### config.mk
export PLATFORM = sky130hd
export DESIGN_NAME = regbank_seq
export DESIGN_NICKNAME = d
export VERILOG_FILES = /design/src/rtl/regbank_seq.sv
export SDC_FILE = /design/constraint.sdc
export NUM_CORES = 1
export LEC_CHECK = 0
export CAP_MARGIN = 25
export CORE_MARGIN = 1
export CORE_UTILIZATION = 58
export DETAILED_ROUTE_END_ITERATION = 12
export GPL_TIMING_DRIVEN = 0
export PLACE_DENSITY = 0.86
export SYNTH_ARGS = -nofsm -noshare
export SYNTH_HDL_FRONTEND = slang
export SYNTH_SLANG_ARGS = --single-unit
### constraint.sdc
create_clock -name clk -period 6.4 [get_ports clk]
set_clock_uncertainty 0.05 [all_clocks]
set_input_delay 1.28 -clock clk [delete_from_list [all_inputs] [get_ports clk]]
set_output_delay 1.28 -clock clk [all_outputs]
set_load 0.05 [all_outputs]
### src/rtl/regbank_seq.sv
// ---------------------------------------------------------------------------
// regbank_seq
//
// Sequencer that runs one register-bank operation at a time against an
// external single-port register bank. It reads operands, optionally adds
// them, and writes a result back.
// Ops: READ (00), WRITE (01), MOVE (10), ADD (11).
//
// State path per op (one cycle per state, all outputs registered):
//   READ  : IDLE -> RA -> RB -> DONE
//   WRITE : IDLE -> WB -> DONE
//   MOVE  : IDLE -> RA -> RB -> WB -> DONE
//   ADD   : IDLE -> RA -> RB -> CB -> WB -> DONE
//
// Ports
//   clk        in   clock, all state on rising edge
//   rst        in   asynchronous active-low reset
//   start      in   request strobe, sampled only while ready=1
//   op         in   operation code
//   rd/rs/rt   in   destination / source A / source B register addresses
//   imm        in   write data for WRITE
//   ready      out  high only in IDLE
//   done       out  one-cycle completion pulse
//   result     out  operation result, valid while done=1, else 0
//   carry      out  ADD carry-out, valid while done=1, else 0
//   PA         out  bank address (0 when no strobe)
//   rdr/wrr    out  bank read / write strobes
//   wPA        out  bank write data (0 when no strobe)
//   bank_out   in   bank read data, valid the cycle after rdr=1
//
// Build option
//   REGBANK_SEQ_ZERO_R0_EN : register 0 is hard-zero. Reads of address 0
//   capture 0, and writes to address 0 keep wrr low. Latency is unchanged.
// ---------------------------------------------------------------------------
module regbank_seq #(
    parameter int DW = 16,
    parameter int AW = 3
) (
    input  logic          clk,
    input  logic          rst,
    input  logic          start,
    input  logic [1:0]    op,
    input  logic [AW-1:0] rd,
    input  logic [AW-1:0] rs,
    input  logic [AW-1:0] rt,
    input  logic [DW-1:0] imm,
    output logic          ready,
    output logic          done,
    output logic [DW-1:0] result,
    output logic          carry,
    output logic [AW-1:0] PA,
    output logic          rdr,
    output logic          wrr,
    output logic [DW-1:0] wPA,
    input  logic [DW-1:0] bank_out
);

`ifdef REGBANK_SEQ_ZERO_R0_EN
    localparam bit ZeroR0 = 1'b1;
`else
    localparam bit ZeroR0 = 1'b0;
`endif

    localparam logic [1:0] OP_READ  = 2'b00;
    localparam logic [1:0] OP_WRITE = 2'b01;
    localparam logic [1:0] OP_MOVE  = 2'b10;
    localparam logic [1:0] OP_ADD   = 2'b11;

    typedef enum logic [2:0] {
        S_IDLE, S_RA, S_RB, S_CB, S_WB, S_DONE
    } state_t;

    state_t        state_q, state_d;
    logic [1:0]    op_q, op_d;
    logic [AW-1:0] rd_q, rd_d, rs_q, rs_d, rt_q, rt_d;
    logic [DW-1:0] imm_q, imm_d;
    logic [DW-1:0] opa_q, opa_d, opb_q, opb_d;
    logic          ready_q, ready_d, done_q, done_d, carry_q, carry_d;
    logic          rdr_q, rdr_d, wrr_q, wrr_d;
    logic [DW-1:0] result_q, result_d, wpa_q, wpa_d;
    logic [AW-1:0] pa_q, pa_d;
    logic [DW:0]   sum_q;      // opA + opB from captured operands
    logic [DW:0]   sum_cb;     // opA + operand being captured in CB

    // Bank read data as seen by the sequencer (hard-zero r0 when enabled).
    function automatic logic [DW-1:0] capture(input logic [AW-1:0] addr,
                                              input logic [DW-1:0] data);
        return (ZeroR0 && (addr == '0)) ? '0 : data;
    endfunction

    // Whether a write to this address should reach the bank.
    function automatic logic wr_ok(input logic [AW-1:0] addr);
        return !(ZeroR0 && (addr == '0));
    endfunction

    assign sum_q  = {1'b0, opa_q} + {1'b0, opb_q};
    assign sum_cb = {1'b0, opa_q} + {1'b0, capture(rt_q, bank_out)};

    // Outputs are computed for the state being entered, so every output
    // is a flop and reflects the current state during its cycle.
    always_comb begin
        state_d  = state_q;
        op_d     = op_q;
        rd_d     = rd_q;
        rs_d     = rs_q;
        rt_d     = rt_q;
        imm_d    = imm_q;
        opa_d    = opa_q;
        opb_d    = opb_q;
        ready_d  = 1'b0;
        done_d   = 1'b0;
        result_d = '0;
        carry_d  = 1'b0;
        pa_d     = '0;
        rdr_d    = 1'b0;
        wrr_d    = 1'b0;
        wpa_d    = '0;
        unique case (state_q)
            S_IDLE: begin
                ready_d = 1'b1;
                if (start) begin
                    ready_d = 1'b0;
                    op_d    = op;
                    rd_d    = rd;
                    rs_d    = rs;
                    rt_d    = rt;
                    imm_d   = imm;
                    if (op == OP_WRITE) begin
                        state_d = S_WB;
                        if (wr_ok(rd)) begin
                            pa_d  = rd;
                            wrr_d = 1'b1;
                            wpa_d = imm;
                        end
                    end else begin
                        state_d = S_RA;
                        pa_d    = rs;
                        rdr_d   = 1'b1;
                    end
                end
            end
            S_RA: begin
                state_d = S_RB;
                if (op_q == OP_ADD) begin
                    pa_d  = rt_q;
                    rdr_d = 1'b1;
                end
            end
            S_RB: begin
                opa_d = capture(rs_q, bank_out);
                if (op_q == OP_ADD) begin
                    state_d = S_CB;
                end else if (op_q == OP_MOVE) begin
                    state_d = S_WB;
                    if (wr_ok(rd_q)) begin
                        pa_d  = rd_q;
                        wrr_d = 1'b1;
                        wpa_d = opa_d;
                    end
                end else begin
                    state_d  = S_DONE;
                    done_d   = 1'b1;
                    result_d = opa_d;
                end
            end
            S_CB: begin
                opb_d   = capture(rt_q, bank_out);
                state_d = S_WB;
                if (wr_ok(rd_q)) begin
                    pa_d  = rd_q;
                    wrr_d = 1'b1;
                    wpa_d = sum_cb[DW-1:0];
                end
            end
            S_WB: begin
                state_d = S_DONE;
                done_d  = 1'b1;
                unique case (op_q)
                    OP_WRITE: result_d = imm_q;
                    OP_ADD: begin
                        result_d = sum_q[DW-1:0];
                        carry_d  = sum_q[DW];
                    end
                    OP_MOVE, OP_READ: result_d = opa_q;
                    default: result_d = opa_q;
                endcase
            end
            S_DONE: begin
                state_d = S_IDLE;
                ready_d = 1'b1;
            end
            default: begin
                state_d = S_IDLE;
                ready_d = 1'b1;
            end
        endcase
    end

    // Operation fields are plain data holders; they are only consulted
    // after being loaded on an accepted start.
    always_ff @(posedge clk) begin
        op_q  <= op_d;
        rd_q  <= rd_d;
        rs_q  <= rs_d;
        rt_q  <= rt_d;
        imm_q <= imm_d;
    end

    always_ff @(posedge clk or negedge rst) begin
        if (!rst) begin
            state_q  <= S_IDLE;
            opa_q    <= '0;
            opb_q    <= '0;
            ready_q  <= 1'b1;
            done_q   <= 1'b0;
            result_q <= '0;
            carry_q  <= 1'b0;
            pa_q     <= '0;
            rdr_q    <= 1'b0;
            wrr_q    <= 1'b0;
            wpa_q    <= '0;
        end else begin
            state_q  <= state_d;
            opa_q    <= opa_d;
            opb_q    <= opb_d;
            ready_q  <= ready_d;
            done_q   <= done_d;
            result_q <= result_d;
            carry_q  <= carry_d;
            pa_q     <= pa_d;
            rdr_q    <= rdr_d;
            wrr_q    <= wrr_d;
            wpa_q    <= wpa_d;
        end
    end

    assign ready  = ready_q;
    assign done   = done_q;
    assign result = result_q;
    assign carry  = carry_q;
    assign PA     = pa_q;
    assign rdr    = rdr_q;
    assign wrr    = wrr_q;
    assign wPA    = wpa_q;

endmodule

### Word-level counts from Yosys, hierarchy flattened

Cells that the tools add are included.

| cells by class | value |
|---|---|
| equal/unequal tests | 9 |
| muxes and demuxes | 36 |
| reduce and logical (&&, ||, !) cells | 5 |
| $add $sub $neg | 2 |

Operator list:

| kind | number |
|---|---|
| 16-bit 2-to-1 mux | 6 |
| 16-bit case mux with 3 select lines | 2 |
| 16-bit case mux with 2 select lines | 1 |
| 3-bit 2-to-1 mux | 8 |
| 16-bit by 16-bit adder with 17-bit output | 1 |
| 16-bit adder | 1 |
| 3-bit case mux with 5 select lines | 1 |
| 1-bit 2-to-1 mux | 13 |
| 3-bit case mux with 4 select lines | 1 |
| 3-bit by 2-bit equality test with 1-bit output (second input constant) | 2 |
| 1-bit case mux with 2 select lines | 3 |
| 2-bit by 1-bit equality test with 1-bit output (second input constant) | 2 |
| 2-bit equality test (second input constant) | 2 |
| 4-bit OR reduction | 1 |
| 3-bit by 1-bit equality test with 1-bit output (second input constant) | 1 |
| 3-bit equality test (second input constant) | 1 |
| 3-bit zero test | 1 |
| 1-bit case mux with 3 select lines | 1 |
| 2-bit zero test | 1 |
| 2-bit != test (second input constant) | 1 |
| 2-bit AND reduction | 1 |
| 2-bit OR reduction | 1 |

| storage, ports and cells | value |
|---|---|
| input bits | 46 |
| logic and storage cells | 67 |
| flip-flop bits (word level) | 99 |

### Logic depth before layout (Yosys ltp)

Gate-level depths: netlist of run 1.

| logic depth | value |
|---|---|
| depth after elaboration | 4 |
| depth in mapped cells | 10 |

### Worst setup path after synthesis of run 1

Ideal clock, no wire load.

| timing | value |
|---|---|
| path type | input-to-reg |
| start point | in bank_out[0] |
| end point | reg wpa_q[12] (netlist: wPA[12]) |
| cell stages on the path | 9 |
| data arrival time | 3008 ps |
| path slack | 3273 ps |
| required time | 6281 ps |
| setup time | 69 ps |
| path buffers | 0 |
| path through | ha_1 > inv_1 > fa_1 > nor2b_1 > nor3_1 > o21ai_1 > a221oi_2 > or4_1 > nand3_1 |

| between the ends | value |
|---|---|
| word-level cells in the longest chain between the ends | 2 |

Ends and longest elaborated chain:

| item | RTL line | source |
|---|---|---|
| from (decl) | 55 | `input logic [DW-1:0] bank_out` |
| 16-bit adder | 97 | `assign sum_cb = {1'b0, opa_q} + {1'b0, capture(rt_q, bank_out)};` |
| 16-bit case mux with 3 select lines | 118 | `unique case (state_q)` |
| via wpa_d[12] | 80 | `logic [DW-1:0] result_q, result_d, wpa_q, wpa_d;` |
| to (signal assigned) | 233 | `wpa_q <= wpa_d;` |
| to (decl) | 80 |  |

The timed path passes the listed nets, and every way through them passes these cells.
A chain may end at the register's enable or synchronous reset.

### Final worst setup path of run 1

Ends and elaborated chain as after synthesis.

==> key figures, run 1 <==
Outcome
  – Failing checks: design-rule violations
  – Status: finished, violations left

Global route
  – Initial antenna violation count: 0
  – Global-route wire length before repair: 22400 um
  – GRT Total Usage: 0.3093
  – Largest net degree at the start of global routing: 45
  – Vias in the first global route: 4461
  – Final global-route overflow total: 0

Floorplanning
  – Die area: 9573 um^2
  – Die Y: 97.84 um
  – Core ar.: 8806 um^2
  – Die W: just under 100 um
  – Initial Utilization: 0.6050
  – Ports: 86
  – Core Rows: 34

Layout
  – Nets@finish: ~700
  – Synthesis-to-finish area growth: 23.13%
  – Share of layout cells above drive strength 1: 0.09532
  – Antenna Cells: 0

Setup path
  – Crit path kind: input port to flip-flop
  – Slowest stage delay, CP: approximately 0.56 ns
  – Crit start category: input port
  – Slowest CP cell: clkdlybuf4s50_1
  – Crit path cell chain: clkdlybuf4s50_1, ha_1, inv_1, fa_1, nor2b_1, nor3_1, o21ai_1, a221oi_2, or4_1, nand3_1
  – CP Capture Type: flip-flop
  – Worst Path Arrival: 4.03 ns
  – Buffer and inverter count on the worst path: 2
  – CP Max Fanout: 5
  – CP delay by family, top: simple AND/OR/NAND/NOR gates
  – Worst Path Required: around 6.7 ns

STA
  – Final setup viols: 0
  – Slew margin rel.: 0.4914
  – Minimum clock period: 3.760 ns
  – Final hold violations: 0
  – F_max: 266.0 MHz
  – RSZ-0062 raised after global routing: no
  – Final TNS setup: 0 ns
  – Tcrit/Tclk final: 0.5874
  – Worst-margin pin slew: 0.7587 ns
  – Slew Viols, Final: 0

Yosys
  – Synth Net Count: ~600
  – Mean Syn Cell Area: 10.32 um^2
  – Main flop type after synthesis: dfrtp_1
  – Synth Register Bits: 99
  – Synth Instances: 516
  – Synth cell types: 63
  – EDFF count, synth: 24
  – Warnings from Yosys: 0
  – Synthesized cell area: 5328 um^2
  – Sequential share of the synthesized area: 0.4878
  – Post-synth ARST share: 0.7576

Clock network
  – Setup Buffers After CTS: 0
  – Clock Sinks: 99
  – CTS tree: built
  – Root buffer cell: clkbuf_8
  – # H-tree levels: 3
  – Post-cts hold buffer count: 0
  – Post-cts resize count: 0
  – Clock-pin transition on the worst setup and hold timing paths: 0.11 ns
  – CTS Buffer Depth: 2
  – Clock Latency Late Sink: between 0.3 and 0.4 ns
  – CTS buffer count: 9

Routing
  – Via count: between 4000 and 5000
  – Antenna Violating Nets Remaining: 0
  – Pre-Repair DR Iteration Count: 9
  – 1st-iter DRT viols: 443
  – Vias/cell: between 6 and 7
  – DRC Markers: 12
  – Routed len/inst: between 15 and 20 um
  – Drt total wl: 14500 um

Power
  – Leak: 2.846 nW
  – Worst vdd ir: roughly 280 uV
  – PD cells: 539.0 nW/um^2
  – Overall power: ~3.5 mW

Worst hold path
  – Hold Crit Class: flip-flop to flip-flop

Run
  – Maximum Capacitance Violations: 0

Placed design
  – DP Wirelength: 10280 um
  – Final Wtd Congestion: around 0.99
  – Number of buffers added on ports: 85
-- worst paths after layout --
check	startpoint	endpoint	slack (ns)	cells after the start
worst max-delay path	bank_out[0]	wPA[12]	2.64	10
worst min-delay path	rd_q[1]	PA[1]	0.44	2
worst max register to register	opa_q[0]	result[14]	3.64	10
worst min register to register	rd_q[1]	PA[1]	0.44	2
max in group asynchronous	rst	result[9]	4.96	2
min in group asynchronous	rst	opb_q[0]	0.78	1
-- cells in the mapped netlist (2+ instances only) --
library cell,number,area share
xor2_1,14,0.023
o22ai_1,6,0.0070
o221ai_1,3,0.0049
o211ai_1,3,0.0042
and2_1,2,0.0023
nand4_1,2,0.0023
nand2_1,82,0.058
nor2b_1,12,0.014
buf_2,3,0.0028
a22oi_1,18,0.025
ha_1,31,0.073
a31oi_1,4,0.0047
a21o_1,11,0.016
fa_1,2,0.0075
nor2_2,3,0.0035
a221o_1,5,0.0094
dfrtp_1,74,0.35
o21bai_1,6,0.0085
nor2_1,22,0.016
nand2b_1,9,0.011
o31ai_2,2,0.0047
o21a_1,2,0.0028
a211oi_1,5,0.0070
nand3b_1,2,0.0028
edfxtp_1,24,0.14
or2_2,2,0.0023
inv_1,13,0.0092
nand3_1,4,0.0038
clkbuf_1,12,0.0085
a21oi_1,40,0.038
mux2i_1,3,0.0056
o21ai_1,4,0.0038
nor3_1,5,0.0047
mux2_2,15,0.032
o21ai_0,33,0.031
xnor2_1,8,0.013
o31ai_1,4,0.0056
-- metal layers --
metal,up-vias,wire [um],global-route usage,share of wire
li1,2073,-,-,-
met1,2157,5771,0.4001,0.40
met2,260,6859,0.5005,0.47
met3,60,1350,0.07158,0.093
met4,0,516,0.1352,0.036
met5,-,0,0,0
-- worst reg2reg max path, stage by stage (launching register included) --
cell and delay [ns]:
dfrtp_1 0.41, ha_1 0.23, inv_1 0.09, fa_1 0.40
nand2b_1 0.24, a21oi_1 0.22, o211ai_1 0.14, o2bb2ai_1 0.23
o31ai_2 0.33, xnor2_1 0.16, o221ai_1 0.13
-- report_power, final --
part,total (mW),switching [mW],internal (mW)
clock network,0.401,0.249,0.152
registers,1.03,0.140,0.887
logic,2.11,1.28,0.824
-- registers in the layout, indices dropped and copies added (netlist names) --
signal / count
ready: 1
imm_q: 16
carry: 1
PA: 3
wPA: 16
opb_q: 16
state_q: 3
rdr: 1
op_q: 2
rt_q: 3
done: 1
opa_q: 16
rd_q: 3
wrr: 1
result: 16
-- area by class of cell --
| type | count | area, um^2 |
|---|---|---|
| clock inverter | 7 | 70.07 |
| tap | 108 | 135.1 |
| sequential | 99 | 2599 |
| buffer | 20 | 105.1 |
| clock buffer | 9 | 123.9 |
| inverter | 13 | 48.80 |
| multi-input combinational | 384 | 2575 |
| fill | 604 | 2246 |
| timing repair buffer | 87 | 903.4 |
-- layout by cell type (no fill, tap or decap), types with 3 or more instances in the layout --
cell and instances:
nand3_1 4, clkbuf_1 12, nor2_2 3, a21oi_1 40
o211ai_1 3, o21bai_1 6, o221ai_1 3, o31ai_1 4
nand2b_1 9, a31oi_1 4, o21ai_1 4, mux2i_1 3
nor3_1 5, ha_1 31, a22oi_1 18, nor2_1 22
a221o_1 5, inv_6 3, clkbuf_8 10, inv_1 13
xor2_1 14, o21ai_0 33, edfxtp_1 24, xnor2_1 8
mux2_2 15, nor2b_1 12, clkdlybuf4s50_1 84, buf_2 3
o22ai_1 6, a21o_1 11, nand2_1 82, dfrtp_1 74
a211oi_1 5
-- kinds of logic after synthesis --
family          share of synthesized area
compound gates                     0.1982
xor+xnor                          0.03617
fa+ha+maj                         0.08032
buf+inv                           0.02889
flops                              0.4878
mux                               0.03734
simple gates                       0.1313
-- stage by stage --
stage               cells  cell area (um^2)    util  setup WS, ns  hold WS [ns]
floorplan             516              5328       -         3.273        0.3884
global placement      709              6314  0.7170         1.367        0.3958
detailed placement    710              6339  0.7198         2.313        0.4126
CTS                   726              6533  0.7418         2.712        0.4394
global route          727              6560  0.7450         2.535        0.4527
finish                727              6560  0.7450         2.640        0.4414
No activity file was read; power rests on OpenSTA's default activity.
==> run 2: changes to the inputs <==
--- a/config.mk
+++ b/config.mk
@@ -7,10 +7,10 @@
 export LEC_CHECK = 0
 export CAP_MARGIN = 25
 export CORE_MARGIN = 1
-export CORE_UTILIZATION = 58
+export CORE_UTILIZATION = 54
 export DETAILED_ROUTE_END_ITERATION = 12
 export GPL_TIMING_DRIVEN = 0
-export PLACE_DENSITY = 0.86
+export PLACE_DENSITY = 0.8
 export SYNTH_ARGS = -nofsm -noshare
 export SYNTH_HDL_FRONTEND = slang
 export SYNTH_SLANG_ARGS = --single-unit
==> constraint.sdc (replaced) <==
create_clock -name clk -period 3.7 [get_ports clk]
set_clock_uncertainty 0.05 [all_clocks]
set_input_delay 0.74 -clock clk [delete_from_list [all_inputs] [get_ports clk]]
set_output_delay 0.74 -clock clk [all_outputs]
set_load 0.05 [all_outputs]
==> run 2 against run 1 <==
Sequential power is 72% higher. Die area is 7.3% higher. Setup slack worse by 2.1 ns. The flow now finishes without violations. Sequential share of layout area is 0.053 points lower. Hold slack worse by 0.20 ns. Combinational power is 72% higher. Clock power is 70% higher. Highest routed layer unchanged. Non-clock buffer count stayed put. Critical endpoint unchanged. Power is 72% higher.
==> key figures, run 2 (same netlist as run 1, synthesis figures left out) <==
Floorplanning
  – Core Rows: 35
  – Initial Utilization: 0.5658
  – Die Y: between 100 and 150 um
  – Core ar.: between 9000 and 10000 um^2
  – Die area: between 10000 and 15000 um^2
  – Die W: 101.3 um
  – Ports: 86

Placed design
  – Number of buffers added on ports: 85
  – DP Wirelength: 10500 um
  – Dpl ws: 0.2170 ns
  – Final Wtd Congestion: 0.9275

Routing
  – Drt total wl: around 15000 um
  – 1st-iter DRT viols: 388
  – Met1 WL: 5961 um
  – Vias/cell: 6.144
  – Pre-Repair DR Iteration Count: 5
  – Routed wl met3: approximately 1300 um
  – DRC Markers: 0
  – DR top layer: met4
  – Routed wl met2: about 6800 um
  – Antenna Violating Nets Remaining: 0
  – Routed len/inst: 19.50 um
  – Via count: between 4000 and 5000

STA
  – Slew Viols, Final: 0
  – Final TNS setup: 0 ns
  – Worst setup margin: 0.5639 ns
  – RSZ-0062 raised after global routing: no
  – Slew margin rel.: 0.5325
  – Hold slack: around 0.24 ns
  – Final hold violations: 0
  – Final setup viols: 0
  – Tcrit/Tclk final: 0.8476
  – F_max: around 320 MHz
  – Worst-margin pin slew: 0.7013 ns
  – Minimum clock period: 3.136 ns

Global route
  – Global-route wire length before repair: 23200 um
  – Largest net degree at the start of global routing: 42
  – Initial antenna violation count: 0
  – Final global-route overflow total: 0
  – GRT Total Usage: 0.3057
  – Vias in the first global route: 4442

Clock network
  – Post-cts resize count: 0
  – Post-cts hold buffer count: 0
  – Clock-pin transition on the worst setup and hold timing paths: 0.11 ns
  – Clock Sinks: 99
  – Setup Buffers After CTS: 0
  – # H-tree levels: 3
  – CTS buffer count: 9
  – Root buffer cell: clkbuf_8
  – CTS Buffer Depth: 2
  – Clock Latency Late Sink: slightly below 0.4 ns
  – CTS tree: built

Layout
  – Fillers: 723
  – Antenna Cells: 0
  – Post-layout util: 0.6977
  – Synthesis-to-finish area growth: 23.30%
  – Register area: between 2000 and 3000 um^2
  – Combined area of the multi-input logic cells: 2575 um^2
  – Most common cell after layout, fill and taps aside: clkdlybuf4s50_1
  – Nets@finish: 693
  – Most frequent cells in the layout: clkdlybuf4s50_1 (84), nand2_1 (82), dfrtp_1 (74)
  – Share of layout cells above drive strength 1: 0.09532

Setup path
  – CP Max Fanout: 5
  – Slowest CP cell: clkdlybuf4s50_1
  – CP delay by family, top: simple AND/OR/NAND/NOR gates
  – Crit start category: input port
  – Buffer and inverter count on the worst path: 2
  – CP Capture Type: flip-flop
  – Crit path kind: input port to flip-flop
  – Slowest stage delay, CP: 0.55 ns
  – Worst Path Required: 3.98 ns
  – Worst Path Arrival: 3.41 ns
  – Crit path cell chain: clkdlybuf4s50_1, ha_1, inv_1, fa_1, nor2b_1, nor3_1, o21ai_1, a221oi_2, or4_1, nand3_1

Worst hold path
  – Hold Crit Class: input port to asynchronous set/reset pin

Run
  – Maximum Capacitance Violations: 0

Power
  – PD cells: 925.4 nW/um^2
  – Worst vdd ir: 477.2 uV
  – Leak: 2.844 nW
  – Overall power: a little over 6 mW

Outcome
  – Status: finished clean
run 2: changes by cell type in the layout (fill, tap and decap cells not counted):
cell,change
buf_12,+1
buf_16,-1
clkinv_2,+1
clkinv_4,+1
clkinv_8,-1
clkinvlp_4,-1
run 2: routing by layer:
layer / track usage / up-vias
li1: - / 2066
met5: 0 / -
met1: 0.4093 / 2222
met4: 0.1338 / 0
met2: 0.4840 / 264
met3: 0.06280 / 44
run 2: worst register-to-register path: stages, from the launching register on:
cell and delay (ns):
dfrtp_1 0.40, ha_1 0.23, inv_1 0.07, fa_1 0.38
nand2b_1 0.22, a21oi_1 0.24, o211ai_1 0.16, o2bb2ai_1 0.23
o31ai_2 0.34, xnor2_1 0.16, o221ai_1 0.15
run 2: worst paths after layout:
path | from | endpoint | slack, ns | cells after the start
worst max-delay path | bank_out[0] | wPA[12] | 0.56 | 10
worst max register to register | opa_q[0] | result[14] | 0.93 | 10
worst min register to register | rd_q[1] | PA[1] | 0.43 | 2
worst min-delay path | rst | opb_q[3] | 0.24 | 1
min in group clk | rd_q[1] | PA[1] | 0.43 | 2
max in group asynchronous | rst | opb_q[10] | 2.77 | 2
run 2: area by class of cell:
type,count,area share
Tap cell,129,0.02457
Sequential cell,99,0.3956
Buffer,20,0.01600
Timing Repair Buffer,87,0.1364
Clock inverter,7,0.009143
Multi-Input combinational cell,384,0.3920
Clock buffer,9,0.01886
Inverter,13,0.007429
run 2: metrics by stage:
step	cells	instance area, um^2
finish	748	6569
global route	748	6569
CTS	748	6569
detailed placement	732	6385
global placement	730	6340
floorplan	516	5328
run 2: where the power goes:
group          internal, mW  switching [mW]  total, mW
clock network         0.258           0.422      0.680
registers              1.53           0.241       1.77
logic                  1.42            2.20       3.62
total                  3.21            2.87       6.08
==> run 3: changes to the inputs <==
==> constraint.sdc (replaced) <==
create_clock -name clk -period 3.15 [get_ports clk]
set_clock_uncertainty 0.05 [all_clocks]
set_input_delay 0.63 -clock clk [delete_from_list [all_inputs] [get_ports clk]]
set_output_delay 0.63 -clock clk [all_outputs]
set_load 0.05 [all_outputs]
==> results of run 3 <==
The final DEF is identical to that of run 2. Status: finished clean.
Among the figures that moved: setup slack after placement 0.2170 ns -> -0.2230 ns; setup slack after layout 0.5639 ns -> 0.1239 ns; hold slack 0.2375 ns -> 0.1275 ns; register-to-register setup slack 0.93 ns -> 0.38 ns; total power 6.079 mW -> 7.140 mW; worst IR drop on VDD 477.2 uV -> 560.5 uV
